$ cat config.mk
export PLATFORM = sky130hd
export DESIGN_NAME = fakeram_w64_l256_arb
export DESIGN_NICKNAME = d
export VERILOG_FILES = /design/src/rtl/fakeram_arb_pkg.sv /design/src/rtl/fakeram_arb_pick2.sv /design/src/rtl/fakeram_w64_l256_arb.sv
export SDC_FILE = /design/constraint.sdc
export NUM_CORES = 1
export LEC_CHECK = 0
export CAP_MARGIN = 20
export CORE_AREA = 4 4 334 336
export CTS_CLUSTER_DIAMETER = 30
export DETAILED_ROUTE_END_ITERATION = 10
export DIE_AREA = 0 0 338 340
export GPL_ROUTABILITY_DRIVEN = 0
export GPL_TIMING_DRIVEN = 1
export PLACE_DENSITY_LB_ADDON = 0.3
export REMOVE_ABC_BUFFERS = 1
export SETUP_SLACK_MARGIN = 0.5
export SLEW_MARGIN = 20
export SYNTH_ARGS = -nofsm -noshare
export SYNTH_HDL_FRONTEND = slang
export SYNTH_SLANG_ARGS = --single-unit
$ cat constraint.sdc
create_clock -name clk -period 14.69 [get_ports clk]
set_clock_uncertainty 0.15 [all_clocks]
set_input_delay 1.469 -clock clk [delete_from_list [all_inputs] [get_ports clk]]
set_output_delay 1.469 -clock clk [all_outputs]
set_load 0.1 [all_outputs]
$ cat src/rtl/fakeram_arb_pkg.sv
// Shared constants and record types for the fakeram 64x256 dual-port arbiter.
package fakeram_arb_pkg;

  localparam int RAM_BITS   = 64;
  localparam int RAM_ADDR_W = 8;
  localparam int RAM_DEPTH  = 256;
  localparam int ID_W       = 3;

  typedef struct packed {
    logic                  we;
    logic [RAM_ADDR_W-1:0] addr;
    logic [RAM_BITS-1:0]   wdata;
  } req_t;

  typedef struct packed {
    logic            valid;
    logic [ID_W-1:0] id;
    logic            is_read;
  } grant_t;

endpackage

$ cat src/rtl/fakeram_arb_pick2.sv
// Combinational rotating picker: first valid candidate wins port 0, the next
// candidate that does not hazard with it wins port 1.
module fakeram_arb_pick2
  import fakeram_arb_pkg::*;
#(
  parameter int NUM_REQ    = 4,
  parameter int ADDR_WIDTH = RAM_ADDR_W,
  parameter int IDW        = 2,
  parameter int SKW        = 3
) (
  input  logic [NUM_REQ-1:0]            i_valid,
  input  logic [NUM_REQ-1:0]            i_we,
  input  logic [NUM_REQ*ADDR_WIDTH-1:0] i_addr,
  input  logic [IDW-1:0]                i_rr_ptr,
  output logic [NUM_REQ-1:0]            o_grant,
  output logic                          o_a_vld,
  output logic [IDW-1:0]                o_a_id,
  output logic                          o_b_vld,
  output logic [IDW-1:0]                o_b_id,
  output logic [SKW-1:0]                o_skip
);

  logic [ADDR_WIDTH-1:0] w_addr [NUM_REQ];
  logic [ADDR_WIDTH-1:0] w_a_addr;
  logic                  w_a_we;

  always_comb begin
    for (int i = 0; i < NUM_REQ; i++) w_addr[i] = i_addr[i*ADDR_WIDTH +: ADDR_WIDTH];
  end

  // Hazarding candidates met before port 1 is filled are the ones deferred.
  always_comb begin
    logic [IDW-1:0] idx;
    o_a_vld  = 1'b0;
    o_a_id   = '0;
    o_b_vld  = 1'b0;
    o_b_id   = '0;
    o_skip   = '0;
    w_a_addr = '0;
    w_a_we   = 1'b0;
    for (int k = 0; k < NUM_REQ; k++) begin
      idx = IDW'((int'(i_rr_ptr) + k) % NUM_REQ);
      if (i_valid[idx]) begin
        if (!o_a_vld) begin
          o_a_vld  = 1'b1;
          o_a_id   = idx;
          w_a_addr = w_addr[idx];
          w_a_we   = i_we[idx];
        end else if (!o_b_vld) begin
          if ((w_addr[idx] == w_a_addr) && (w_a_we || i_we[idx])) begin
            o_skip = o_skip + 1'b1;
          end else begin
            o_b_vld = 1'b1;
            o_b_id  = idx;
          end
        end
      end
    end
  end

  always_comb begin
    o_grant = '0;
    if (o_a_vld) o_grant[o_a_id] = 1'b1;
    if (o_b_vld) o_grant[o_b_id] = 1'b1;
  end

endmodule

$ cat src/rtl/fakeram_w64_l256_arb.sv
// Round-robin arbiter sharing both ports of a 64x256 dual-port fakeram among
// NUM_REQ requesters, returning read data to the originator one cycle later.
module fakeram_w64_l256_arb
  import fakeram_arb_pkg::*;
#(
  parameter int NUM_REQ    = 4,
  parameter int BITS       = RAM_BITS,
  parameter int ADDR_WIDTH = RAM_ADDR_W,
  parameter int CNT_WIDTH  = 16
) (
  input  logic                          clk,
  input  logic                          rst,
  input  logic [NUM_REQ-1:0]            req_valid,
  output logic [NUM_REQ-1:0]            req_ready,
  input  logic [NUM_REQ-1:0]            req_we,
  input  logic [NUM_REQ*ADDR_WIDTH-1:0] req_addr,
  input  logic [NUM_REQ*BITS-1:0]       req_wdata,
  output logic [NUM_REQ-1:0]            rsp_valid,
  output logic [NUM_REQ*BITS-1:0]       rsp_rdata,
  output logic                          ram_rw0_clk,
  output logic                          ram_rw0_ce_in,
  output logic                          ram_rw0_we_in,
  output logic [ADDR_WIDTH-1:0]         ram_rw0_addr_in,
  output logic [BITS-1:0]               ram_rw0_wd_in,
  input  logic [BITS-1:0]               ram_rw0_rd_out,
  output logic                          ram_rw1_clk,
  output logic                          ram_rw1_ce_in,
  output logic                          ram_rw1_we_in,
  output logic [ADDR_WIDTH-1:0]         ram_rw1_addr_in,
  output logic [BITS-1:0]               ram_rw1_wd_in,
  input  logic [BITS-1:0]               ram_rw1_rd_out,
  output logic [CNT_WIDTH-1:0]          conflict_cnt
);

  localparam int IDW = (NUM_REQ > 1) ? $clog2(NUM_REQ) : 1;
  localparam int SKW = $clog2(NUM_REQ) + 1;

  req_t                 w_req [NUM_REQ];
  logic [NUM_REQ-1:0]   w_grant;
  logic                 w_a_vld, w_b_vld;
  logic [IDW-1:0]       w_a_id, w_b_id, w_last, w_ptr_nxt;
  logic [SKW-1:0]       w_skip;
  logic [IDW-1:0]       r_ptr;
  grant_t               r_g0_p1, r_g1_p1;
  logic [CNT_WIDTH-1:0] r_cnt;

  function automatic logic [CNT_WIDTH-1:0] sat_add(input logic [CNT_WIDTH-1:0] a,
                                                   input logic [SKW-1:0] b);
    logic [CNT_WIDTH:0] s;
    s = {1'b0, a} + (CNT_WIDTH+1)'(b);
    return s[CNT_WIDTH] ? '1 : s[CNT_WIDTH-1:0];
  endfunction

  always_comb begin
    for (int i = 0; i < NUM_REQ; i++) begin
      w_req[i] = '{we:    req_we[i],
                   addr:  req_addr[i*ADDR_WIDTH +: ADDR_WIDTH],
                   wdata: req_wdata[i*BITS +: BITS]};
    end
  end

  fakeram_arb_pick2 #(
    .NUM_REQ(NUM_REQ), .ADDR_WIDTH(ADDR_WIDTH), .IDW(IDW), .SKW(SKW)
  ) u_pick (
    .i_valid(req_valid), .i_we(req_we), .i_addr(req_addr), .i_rr_ptr(r_ptr),
    .o_grant(w_grant), .o_a_vld(w_a_vld), .o_a_id(w_a_id),
    .o_b_vld(w_b_vld), .o_b_id(w_b_id), .o_skip(w_skip)
  );

  assign req_ready   = w_grant;
  assign ram_rw0_clk = clk;
  assign ram_rw1_clk = clk;
  assign w_last      = w_b_vld ? w_b_id : w_a_id;
  assign w_ptr_nxt   = (w_last == IDW'(NUM_REQ - 1)) ? '0 : w_last + 1'b1;

  // Stage p0: granted requests drive the macro ports directly.
  always_comb begin
    ram_rw0_ce_in   = w_a_vld;
    ram_rw0_we_in   = w_a_vld & w_req[w_a_id].we;
    ram_rw0_addr_in = w_a_vld ? w_req[w_a_id].addr  : '0;
    ram_rw0_wd_in   = w_a_vld ? w_req[w_a_id].wdata : '0;
    ram_rw1_ce_in   = w_b_vld;
    ram_rw1_we_in   = w_b_vld & w_req[w_b_id].we;
    ram_rw1_addr_in = w_b_vld ? w_req[w_b_id].addr  : '0;
    ram_rw1_wd_in   = w_b_vld ? w_req[w_b_id].wdata : '0;
  end

  always_ff @(posedge clk or posedge rst) begin
    if (rst) begin
      r_ptr   <= '0;
      r_g0_p1 <= '0;
      r_g1_p1 <= '0;
      r_cnt   <= '0;
    end else begin
      if (w_a_vld) r_ptr <= w_ptr_nxt;
      r_g0_p1 <= '{valid: w_a_vld, id: ID_W'(w_a_id), is_read: w_a_vld & ~w_req[w_a_id].we};
      r_g1_p1 <= '{valid: w_b_vld, id: ID_W'(w_b_id), is_read: w_b_vld & ~w_req[w_b_id].we};
      r_cnt   <= sat_add(r_cnt, w_skip);
    end
  end

  // Stage p1: macro read data routed back to the requester that issued it.
  always_comb begin
    rsp_valid = '0;
    rsp_rdata = '0;
    for (int i = 0; i < NUM_REQ; i++) begin
      if (r_g0_p1.valid && r_g0_p1.is_read && (r_g0_p1.id == ID_W'(i))) begin
        rsp_valid[i]             = 1'b1;
        rsp_rdata[i*BITS +: BITS] = ram_rw0_rd_out;
      end
      if (r_g1_p1.valid && r_g1_p1.is_read && (r_g1_p1.id == ID_W'(i))) begin
        rsp_valid[i]             = 1'b1;
        rsp_rdata[i*BITS +: BITS] = ram_rw1_rd_out;
      end
    end
  end

  assign conflict_cnt = r_cnt;

endmodule

==> metrics.csv <==
metric;value;unit
cell type contributing the most total cell area after synthesis;a22o_1;
instance area at placement;0.0211;mm²
antenna violations before repair;45;
footprint of the multi-input gates;0.00995;mm²
most common library cell in the layout ignoring fill and taps;clkdlybuf4s50_1;
DIE AREA;0.115;mm²
Avg Inst Size Synth;9.46;µm²
via count of the first global-routing pass;14600;
mux cell area share after synthesis;0.355;
class of the tightest hold or removal check;flop to flop;
area of the mapped netlist;0.0114;mm²
complex-gate fraction of the synthesized area;0.348;
Critical Path Sink Type;output pin;
routed length per placed instance;29.6;µm
Post-synth EDFFs;0;
residual overflow from global routing;0;
final number of max-transition violations;0;
number of rows created at floorplan;121;
number of optimization iterations in the first detailed-route pass;5;
fill cell instance count of the final layout;12000;
Hold-fix buffers, CTS;0;
layout net count;2386;
Synth-to-Final Area Change;86.1;%
main combinational cell family by area after synthesis;multiplexers;
die outline height;340;µm
average via count per standard cell;4.37;
Final ANT Viol Nets;0;
number of unique standard cell types used by synthesis;76;
CP Launch Type;clock port;
starting density of the core;0.105;
global routing usage summed across all routing layers;0.162;
worst endpoint data arrival time;8.58;ns
required time reported for the critical path endpoint;13.07;ns
DRC violation count after routing;0;
horizontal extent of the die;338;µm
Post-Layout Cell Count;3375;
initial DRC count;766;
transition time at the pin with the least slew margin;1.17;ns
Final setup violation count;0;
area share of fa/ha/maj cells after synthesis;0.00831;
Async SR Flop Fraction;1.00;
count of cells resized by post-cts repair;0;
Main synth FF type;dfrtp_1;
cells taking the most area after synthesis;a22o_1, mux4_2, mux2i_1;
footprint of the flip-flops and latches;656;µm²
number of warnings printed during yosys synthesis;0;
DP HPWL;81500;µm
endpoints failing hold;0;
overall routed net length;100000;µm
number of port buffers;855;
maximum number of pins on one net before global-route repair;78;
first-pass GRT wire length;131000;µm
reported max-cap violation count;0;
simple logic cell fraction of the synthesized area;0.131;
TNS Setup;0;ns
critical path type;clock port to output pin;
post-placement cell count;3358;
Core Footprint;0.109;mm²
portion of the post-synthesis area used by sequential elements;0.0568;
outcome;finished clean;
synthesized flop and latch total;26;
final design instance area without fill;0.0213;mm²
Worst Hold Slack;0.410;ns
leading cell types in the layout, fill and taps excluded;clkdlybuf4s50_1, a22o_1, mux2i_1;
later-pin clock latency in the skew report;0.39;ns
Clock Pin Slew Worst Setup and Hold Paths;0.08;ns
unrepaired setup endpoints after global routing;no;
number of vias after detailed routing;14800;
share of post-route cells with drive strength above 1;0.143;
Max-slew headroom;0.219;
share of the synthesized netlist area taken by xor and xnor gates;0.0191;
# IOs;856;
Crit Path Max Fanout;2;
share of the synthesized area in the top cell type;0.199;
count of mapped cells out of synthesis;1210;
number of setup buffers added after CTS;0;
TritonCTS clock tree;yes;
final timing paths:
check	start	end	slack, ns	cells after the start
worst max-delay path	clk	ram_rw0_clk	4.49	3
max in group asynchronous	rst	r_ptr[1]	12.69	3
worst min register to register	conflict_cnt[11]	conflict_cnt[11]	0.41	2
worst max register to register	r_ptr[1]	conflict_cnt[8]	7.34	19
worst min-delay path	conflict_cnt[11]	conflict_cnt[11]	0.41	2
min in group asynchronous	rst	conflict_cnt[12]	1.32	3
stage by stage:
stage                     setup WS [ns]  utilization
after global routing               4.33        0.196
final                              4.49        0.196
after global placement             4.78        0.194
after detailed placement           4.61        0.194
after floorplan                   -5.17            -
after CTS                          4.48        0.196
sequential cells by signal, indices dropped and copies added (netlist names):
signal / count
conflict_cnt: 16
r_ptr: 2
r_g1_p1: 4
r_g0_p1: 4
cell usage after synthesis, drive strengths merged (7+ instances only):
master / number
nand2: 44
nor2: 21
mux4: 92
nand3: 13
xor2: 11
buf: 67
nand2b: 7
o2111ai: 7
nor2b: 9
inv: 19
o21ai: 33
nor3: 14
mux2i: 173
nand4: 9
and2: 79
a21oi: 16
a22o: 260
a31oi: 13
dfrtp: 26
and3: 11
xnor2: 14
o22ai: 76
mux2: 23
clkbuf: 76
critical path, cell delays in order:
cell and delay (ns):
clkbuf_16 0.13, clkbuf_16 0.14, clkdlybuf4s50_1 0.96
cell type report:
class                           count  area share
Clock buffer                       10     0.00981
Inverter                           20     0.00370
Timing Repair Buffer              875       0.404
Sequential cell                    26      0.0308
Multi-Input combinational cell   1021       0.467
Antenna cell                        9     0.00106
Tap cell                         1414      0.0831
per-layer routing:
metal / routed length [µm] / global-route usage / vias to the layer above
met5: 131 / 0 / -
met4: 1680 / 0.0270 / 26
met3: 7540 / 0.0445 / 110
met2: 50200 / 0.293 / 665
met1: 40500 / 0.193 / 7472
li1: - / - / 6478
logic make-up after synthesis:
kind of cell / Yosys count
adder cells (fa/ha/maj): 7
buffers and inverters: 163
AO/OA/AOI/OAI: 451
AND/OR/NAND/NOR: 250
XOR/XNOR: 25
multiplexers: 288
flip-flops: 26
Power is left out: the tool's default activity adds up to more than one toggle a clock period on the data nets, which glitch-free logic cannot reach.
